==> src/rtl/ps2_rx_fifo.sv <==
// ps2_rx_fifo
//   PS/2 device-to-host receiver. Synchronises the raw PS/2 clock and data
//   pins, decodes 11-bit frames (start, 8 data bits LSB first, odd parity,
//   stop), and queues good bytes in a show-ahead FIFO. Framing/parity
//   failures and FIFO drops are reported through sticky flags.
//
//   Optional feature macro: PS2_RX_FILTER_EN
//     When defined, the synchronised ps2_clk passes through a glitch filter.
//     The filter only follows a new level after it has been stable for
//     4 clk cycles, so edges arrive 4 cycles later.
//
// Ports
//   clk         system clock, all state changes on the rising edge
//   rst         synchronous active-high reset
//   ps2_clk     raw PS/2 clock pin (asynchronous)
//   ps2_data    raw PS/2 data pin (asynchronous)
//   rd_en       pop strobe, one entry per high cycle (ignored when empty)
//   clr_err     clears overflow and parity_err (a same-cycle set wins)
//   data        FIFO head byte, 8'h00 when empty
//   ready       FIFO non-empty
//   count       FIFO occupancy
//   overflow    sticky: good frame dropped because FIFO was full
//   parity_err  sticky: frame failed start, parity or stop check
//
// FSM
//   state  | meaning
//   IDLE   | waiting for a start bit (0) on a fall pulse
//   DATA   | shifting in 8 data bits, LSB first
//   PARITY | capturing the parity bit
//   STOP   | checking stop + odd parity, pushing the byte if good
module ps2_rx_fifo #(
    parameter int FIFO_DEPTH     = 8,
    parameter int SYNC_STAGES    = 2,
    parameter int TIMEOUT_CYCLES = 20000
) (
    input  logic                          clk,
    input  logic                          rst,
    input  logic                          ps2_clk,
    input  logic                          ps2_data,
    input  logic                          rd_en,
    input  logic                          clr_err,
    output logic [7:0]                    data,
    output logic                          ready,
    output logic [$clog2(FIFO_DEPTH):0]   count,
    output logic                          overflow,
    output logic                          parity_err
);

    localparam int AW = $clog2(FIFO_DEPTH);
    localparam int CW = AW + 1;
    localparam int TW = $clog2(TIMEOUT_CYCLES);

    typedef enum logic [1:0] {
        IDLE   = 2'd0,
        DATA   = 2'd1,
        PARITY = 2'd2,
        STOP   = 2'd3
    } state_t;

    // ------------------------------------------------------------------
    // Pin synchronisers and fall detection
    // ------------------------------------------------------------------
    logic [SYNC_STAGES-1:0] clk_sync_q, clk_sync_d;
    logic [SYNC_STAGES-1:0] dat_sync_q, dat_sync_d;
    logic                   clk_prev_q, clk_prev_d;
    logic                   clk_lvl;
    logic                   fall;
    logic                   bit_in;

    always_comb begin
        clk_sync_d = {clk_sync_q[SYNC_STAGES-2:0], ps2_clk};
        dat_sync_d = {dat_sync_q[SYNC_STAGES-2:0], ps2_data};
    end

`ifdef PS2_RX_FILTER_EN
    logic       filt_q, filt_d;
    logic [1:0] fcnt_q, fcnt_d;

    // The 4th consecutive cycle of disagreement flips the filtered level.
    always_comb begin
        filt_d = filt_q;
        fcnt_d = 2'd0;
        if (clk_sync_q[SYNC_STAGES-1] != filt_q) begin
            if (fcnt_q == 2'd3) begin
                filt_d = clk_sync_q[SYNC_STAGES-1];
            end else begin
                fcnt_d = fcnt_q + 2'd1;
            end
        end
    end

    always_ff @(posedge clk) begin
        if (rst) begin
            filt_q <= 1'b1;
            fcnt_q <= 2'd0;
        end else begin
            filt_q <= filt_d;
            fcnt_q <= fcnt_d;
        end
    end

    assign clk_lvl = filt_q;
`else
    assign clk_lvl = clk_sync_q[SYNC_STAGES-1];
`endif

    assign clk_prev_d = clk_lvl;
    assign fall       = clk_prev_q & ~clk_lvl;
    assign bit_in     = dat_sync_q[SYNC_STAGES-1];

    // ------------------------------------------------------------------
    // Frame decoder
    // ------------------------------------------------------------------
    state_t          state_q, state_d;
    logic [2:0]      bitcnt_q, bitcnt_d;
    logic [7:0]      sreg_q, sreg_d;
    logic            par_q, par_d;
    logic [TW-1:0]   tmo_q, tmo_d;
    logic            push_req;
    logic            perr_set;

    always_comb begin
        state_d  = state_q;
        bitcnt_d = bitcnt_q;
        sreg_d   = sreg_q;
        par_d    = par_q;
        tmo_d    = '0;
        push_req = 1'b0;
        perr_set = 1'b0;

        if (state_q != IDLE && !fall) begin
            if (tmo_q == TW'(TIMEOUT_CYCLES - 1)) begin
                state_d = IDLE;
            end else begin
                tmo_d = tmo_q + TW'(1);
            end
        end

        if (fall) begin
            case (state_q)
                IDLE: begin
                    if (!bit_in) begin
                        state_d  = DATA;
                        bitcnt_d = 3'd0;
                    end
                end
                DATA: begin
                    sreg_d   = {bit_in, sreg_q[7:1]};
                    bitcnt_d = bitcnt_q + 3'd1;
                    if (bitcnt_q == 3'd7) begin
                        state_d = PARITY;
                    end
                end
                PARITY: begin
                    par_d   = bit_in;
                    state_d = STOP;
                end
                STOP: begin
                    if (bit_in && (^{sreg_q, par_q})) begin
                        push_req = 1'b1;
                    end else begin
                        perr_set = 1'b1;
                    end
                    state_d = IDLE;
                end
                default: state_d = IDLE;
            endcase
        end
    end

    // ------------------------------------------------------------------
    // Show-ahead FIFO and sticky flags
    // ------------------------------------------------------------------
    logic [7:0]    mem_q [FIFO_DEPTH];
    logic [AW-1:0] rd_ptr_q, rd_ptr_d;
    logic [AW-1:0] wr_ptr_q, wr_ptr_d;
    logic [CW-1:0] count_q, count_d;
    logic          ovf_q, ovf_d;
    logic          perr_q, perr_d;
    logic          empty, full, pop, push, drop;

    always_comb begin
        empty = (count_q == '0);
        full  = (count_q == CW'(FIFO_DEPTH));
        // A pop needs a stored entry, so push+pop while empty only pushes.
        pop   = rd_en & ~empty;
        push  = push_req & (~full | pop);
        drop  = push_req & full & ~pop;

        rd_ptr_d = pop  ? rd_ptr_q + AW'(1) : rd_ptr_q;
        wr_ptr_d = push ? wr_ptr_q + AW'(1) : wr_ptr_q;
        count_d  = count_q;
        if (push && !pop) begin
            count_d = count_q + CW'(1);
        end else if (pop && !push) begin
            count_d = count_q - CW'(1);
        end

        ovf_d  = (ovf_q  & ~clr_err) | drop;
        perr_d = (perr_q & ~clr_err) | perr_set;
    end

    // Storage has no reset; the head is masked to 8'h00 while empty.
    always_ff @(posedge clk) begin
        if (push) begin
            mem_q[wr_ptr_q] <= sreg_q;
        end
    end

    always_ff @(posedge clk) begin
        if (rst) begin
            clk_sync_q <= '1;
            dat_sync_q <= '1;
            clk_prev_q <= 1'b1;
            state_q    <= IDLE;
            bitcnt_q   <= 3'd0;
            sreg_q     <= 8'h00;
            par_q      <= 1'b0;
            tmo_q      <= '0;
            rd_ptr_q   <= '0;
            wr_ptr_q   <= '0;
            count_q    <= '0;
            ovf_q      <= 1'b0;
            perr_q     <= 1'b0;
        end else begin
            clk_sync_q <= clk_sync_d;
            dat_sync_q <= dat_sync_d;
            clk_prev_q <= clk_prev_d;
            state_q    <= state_d;
            bitcnt_q   <= bitcnt_d;
            sreg_q     <= sreg_d;
            par_q      <= par_d;
            tmo_q      <= tmo_d;
            rd_ptr_q   <= rd_ptr_d;
            wr_ptr_q   <= wr_ptr_d;
            count_q    <= count_d;
            ovf_q      <= ovf_d;
            perr_q     <= perr_d;
        end
    end

    assign data       = empty ? 8'h00 : mem_q[rd_ptr_q];
    assign ready      = ~empty;
    assign count      = count_q;
    assign overflow   = ovf_q;
    assign parity_err = perr_q;

endmodule

==> config.mk <==
export PLATFORM = sky130hd
export DESIGN_NAME = ps2_rx_fifo
export DESIGN_NICKNAME = d
export VERILOG_FILES = /design/src/rtl/ps2_rx_fifo.sv
export SDC_FILE = /design/constraint.sdc
export NUM_CORES = 1
export LEC_CHECK = 0
export CORE_UTILIZATION = 55
export DETAILED_ROUTE_END_ITERATION = 10
export DONT_BUFFER_PORTS = 1
export PLACE_DENSITY = 0.77
export REMOVE_ABC_BUFFERS = 1
export SYNTH_ARGS = -nofsm -noshare
export SYNTH_HDL_FRONTEND = slang
export SYNTH_SLANG_ARGS = --single-unit
==> constraint.sdc <==
create_clock -name clk -period 3.9 [get_ports clk]
set_clock_uncertainty 0.1 [all_clocks]
set_input_delay 0.78 -clock clk [delete_from_list [all_inputs] [get_ports clk]]
set_output_delay 0.78 -clock clk [all_outputs]
set_load 0.005 [all_outputs]
# After elaboration in Yosys (flattened, before gate mapping)
# Memories as Yosys holds them, arrays and structs flattened. A register that Yosys moved wholly into a read port is not among the register bits.
# Index checks and enable logic that the tools add are counted.
[totals]
register_bits = 46
ram_bits = 64
input_bits = 6
out_inout_bits = 15
memories = 1
[classes]
add_sub_neg = 6
eq_ne = 7
muxes = 21
bitwise = 16
reduce_logical = 17
[mem_list]
columns = ["memory", "depth", "width", "rd", "rd_ports_with_merged_regs", "wr", "line_no", "text"]
rows = [
  ["mem_q", 8, 8, 1, 1, 1, "174", "logic [7:0] mem_q [FIFO_DEPTH];"],
]
[op_table]
columns = ["op", "n"]
rows = [
  ["$add 15x1->15 const B", 1],
  ["$eq 15x15->1 const B", 1],
  ["$mux 2", 5],
  ["$add 3x1->3 const B", 3],
  ["$mux 3", 3],
  ["$reduce_xor 9->1", 1],
  ["$mux 1", 8],
  ["$mux 4", 2],
  ["$mux 8", 1],
  ["$pmux 2 s4", 1],
  ["$and 1x1->1", 7],
  ["$not 1->1", 6],
  ["$pmux 3 s2", 1],
  ["$reduce_bool 2->1", 3],
  ["$add 4x1->4 const B", 1],
  ["$eq 2x2->1 const B", 2],
  ["$eq 4x4->1 const B", 1],
  ["$logic_and 1x1->1", 4],
  ["$logic_not 4->1", 1],
  ["$reduce_and 2->1", 2],
  ["$sub 4x1->4 const B", 1],
  ["$eq 3x3->1 const B", 1],
  ["$logic_not 1->1", 3],
  ["$or 1x1->1", 3],
  ["other kinds (5)", 5],
]

# Logic depth before layout (Yosys ltp)
[logic_depth]
depth_word = 10
mapped_depth = 13
depth_no_buf = 12

# Worst setup path before layout
# No wires, ideal clock.
[synth_timing]
path_kind = "reg-to-reg"
start = "register sreg_q[2]"
end = "register count_q[3] (netlist: count[3])"
arrival_time_ps = 2924
required_time_ps = 3730
setup_slack_ps = 806
stages_incl_launch_ff = 14
path_buffers = 1
path_cell_list = "dfxtp_1 xnor2_1 xnor3_1 xnor2_2 and4_4 buf_6 ha_1 inv_1 ha_1 a21o_1 a21oi_1 xnor2_1 or3_1 a21oi_1"
[synth_via]
elab_chain_cells = 9
[synth_rtl]
columns = ["element", "line_no", "text"]
rows = [
  ["from (decl)", "116", "logic [7:0] sreg_q, sreg_d;"],
  ["from (signal assigned)", "231", "sreg_q <= sreg_d;"],
  ["$reduce_xor 9->1 *", "159", "if (bit_in && (^{sreg_q, par_q})) begin"],
  ["$logic_and 1x1->1 *", "159", ""],
  ["$mux 1 *", "159", ""],
  ["$mux 1 *", "140", "case (state_q)"],
  ["$mux 1 *", "139", "if (fall) begin"],
  ["$and 1x1->1 *", "187", "push = push_req & (~full | pop);"],
  ["via push", "180", "logic empty, full, pop, push, drop;"],
  ["$logic_not 1->1", "195", "end else if (pop && !push) begin"],
  ["$logic_and 1x1->1", "195", ""],
  ["$reduce_bool 2->1 (no line)", "n/a", ""],
  ["to (signal assigned)", "236", "count_q <= count_d;"],
  ["to (decl)", "177", "logic [CW-1:0] count_q, count_d;"],
]
# Mark *: on every way through the listed nets, which the timed path passes. The rest lies on a longest branch.
# A chain may end at the register's enable or synchronous reset.

# Worst setup path after layout
[layout_timing]
start = "register sreg_q[2]"
end = "register count_q[3] (netlist: count[3])"
[layout_via]
elab_chain_cells = 9
[layout_rtl]
columns = ["element", "line_no"]
rows = [
  ["$reduce_xor 9->1 *", "159"],
  ["$logic_and 1x1->1 *", "159"],
  ["$mux 1 *", "159"],
  ["$mux 1 *", "140"],
  ["$mux 1 *", "139"],
  ["$and 1x1->1 *", "187"],
  ["$logic_not 1->1", "195"],
  ["$logic_and 1x1->1", "195"],
  ["$reduce_bool 2->1 (no line)", "n/a"],
]
# Every way passes the cells marked *; elsewhere a longest branch is shown, timed or not.

==> results_dict.tcl <==
set metrics [dict create \
    post_cts_buffers 0 \
    comb_power_share_pct 10.5 \
    vias 2629 \
    layout_worst_path_cycle_share_pct 87.9 \
    synthArstFlopShare_pct 0 \
    maxSlewViolCount 0 \
    h-tree-depth 4 \
    cts.sinks 113 \
    cap_violations 0 \
    fin_crit_ns 3.43 \
    place_hpwl_um 5090 \
    switching_share_pct 22.3 \
    gp_congestion 0.765 \
    clock.fmax_ghz 0.292 \
    post_cts_resized 0 \
    cts_buffers 17 \
    grt_max_degree 37 \
    ir_drop_uv 360 \
    yosys.area.top_type "edfxtp_1" \
    diodes 0 \
    portBuffers 0 \
    nNetsFinal 363 \
    post-route-drc-count 0 \
    finalSetupViolations 0 \
    clkPwrFrac_pct 48.6 \
    synth_edf_count 64 \
    cts_hold_buffers 0 \
    yosys_warnings 0 \
    drtAntennaViolNets 0 \
    synth_flop_cell "edfxtp_1" \
    insertion_delay_ns 0.50 \
    antenna_found_initial 0 \
    synth_top_area_share_pct 41.6 \
    core_area_um2 8180 \
    clockBufferDepth 2 \
    wl_per_cell_um 18.0 \
    critPathCaptureType "register" \
    p_int_mw 2.54 \
    clk_pin_slew_worst_paths_ns 0.05 \
    p_per_area_nw_per_um2 614 \
    drt_iter0_drc 174 \
    p_sw_mw 0.730 \
    yosysSeqAreaShare_pct 62.8 \
    die_h_um 93.7 \
    yosysMostFrequentCell "edfxtp_1" \
    dr.pass1.iters 4 \
    synth_area_leaders "edfxtp_1, dfxtp_1, mux4_2, nor2_1, mux2i_1" \
    synth_common_cells "edfxtp_1, dfxtp_1, nor2_1" \
    worst_pin_slew_ns 0.796 \
    synth_seq_cells 113 \
    synth.distinct_cells 43 \
    critPathRequiredTime_ns 4.23 \
    slew_headroom_pct 46.9 \
    postSynthCellCount 341 \
    crit_arrival_ns 3.76 \
    post-route-util_pct 65.1 \
    netlist_area_um2 4620 \
    die_area_um2 8780 \
    std_cell_rows 33 \
    grt_pass1_vias 2578 \
    status "completed" \
    hold_viol_final 0 \
    grt_first_pass_wirelength_um 13200 \
    cp_max_fo 11 \
    start_kind "register" \
    area_growth_pct 15.1 \
    p_seq_share_pct 40.9 \
    viasPerCell 5.65 \
    io_pins 21 \
    rsz0062_at_grt "false" \
    hold_path_class "in -> reg" \
    dieWidth_um 93.7 \
    drive_gt1_share_pct 16.7 \
    avgSynthCellArea_um2 13.6 \
    drt_wl_total_um 8370 \
    crit_type "reg -> reg" \
    gr-total-overflow 0 \
    track_usage_pct 21.2 \
    cts-root-buf "clkbuf_8" \
    p_leak_nw 1.84 \
    cts_tree "built" \
    fin_setup_tns_ns 0 \
    start_util_pct 56.6 \
]
-- cell families (layout without fill, tap and decap cells) --
family	count (synthesis)	after routing	synth area share [%]
AND/OR/NAND/NOR	122	122	13.8
XOR/XNOR	25	25	5.36
AO/OA/AOI/OAI	25	25	3.06
multiplexers	29	29	10.7
adder cells (fa/ha/maj)	9	9	2.60
flip-flops	113	113	62.8
buffers and inverters	18	37	1.70
-- metrics by stage --
step | setup slack [ns] | cells | power [mW] | hold slack, ns | instance area [um2]
4_1_cts | 0.493 | 465 | 3.30 | 0.218 | 5320
3_3_place_gp | 0.655 | 434 | 1.69 | 0.294 | 4710
3_5_place_dp | 0.581 | 434 | 1.71 | 0.298 | 4710
6_report | 0.470 | 465 | 3.27 | 0.240 | 5320
2_1_floorplan | 0.859 | 326 | 1.61 | 0.289 | 4560
5_1_grt | 0.311 | 465 | 3.39 | 0.217 | 5320
-- metal layers --
metal | track usage (%) | routed length (um) | up-vias
met4 | 8.85 | 107 | 0
met1 | 24.4 | 3460 | 1305
met2 | 36.9 | 4490 | 55
met5 | 0 | 0 | -
met3 | 6.07 | 304 | 10
li1 | - | - | 1259
-- power by group through the flow --
| stage | Combinational (mW) | Sequential [mW] | Clock (mW) |
|---|---|---|---|
| 2_1_floorplan | 0.254 | 1.36 | 0 |
| 3_3_place_gp | 0.335 | 1.36 | 0 |
| 3_5_place_dp | 0.347 | 1.36 | 0 |
| 4_1_cts | 0.352 | 1.34 | 1.61 |
| 5_1_grt | 0.381 | 1.34 | 1.67 |
| 6_report | 0.343 | 1.34 | 1.59 |
-- cells in the final DEF (no fill, tap or decap), types with 8 or more instances in the layout --
master,count
nand3_1,10
ha_1,8
clkbuf_16,16
edfxtp_1,64
xor2_1,12
mux4_2,16
dfxtp_1,49
nand2_1,26
a21oi_1,16
nor2_1,41
mux2i_1,11
xnor2_1,10
-- worst paths after layout --
kind / startpoint / end / slack [ns] / cells after the start
max: sreg_q[2] / count[3] / 0.47 / 12
min: rst / state_q[0] / 0.24 / 1
max reg2reg: sreg_q[2] / count[3] / 0.47 / 12
min reg2reg: dat_sync_q[0] / dat_sync_q[1] / 0.31 / 1
-- registers in the layout, indices dropped and copies added (netlist names), 3 cells and up, named ones only --
signal and flops:
mem_q 64, tmo_q 15, count 4, wr_ptr_q 3
sreg_q 8, bitcnt_q 3, rd_ptr_q 3
-- layout make-up --
| type | count | area, um2 |
|---|---|---|
| repair buffers | 3 | 22.5 |
| fillers | 577 | 2860 |
| well taps | 105 | 131 |
| clock buffers | 18 | 418 |
| multi-input cells | 210 | 1640 |
| clock inverters | 13 | 193 |
| inverters | 3 | 11.3 |
| flip-flops and latches | 113 | 2900 |
-- critical path, stage by stage, from the launching register on --
cell and delay [ns]:
dfxtp_1 0.52, xnor2_1 0.17, xnor3_1 0.47, xnor2_2 0.26, and4_4 0.34, ha_1 0.21, inv_1 0.10, ha_1 0.28
a21o_1 0.17, a21oi_1 0.17, xnor2_1 0.11, or3_1 0.32, a21oi_1 0.15
(Power assumes the default switching activity.)
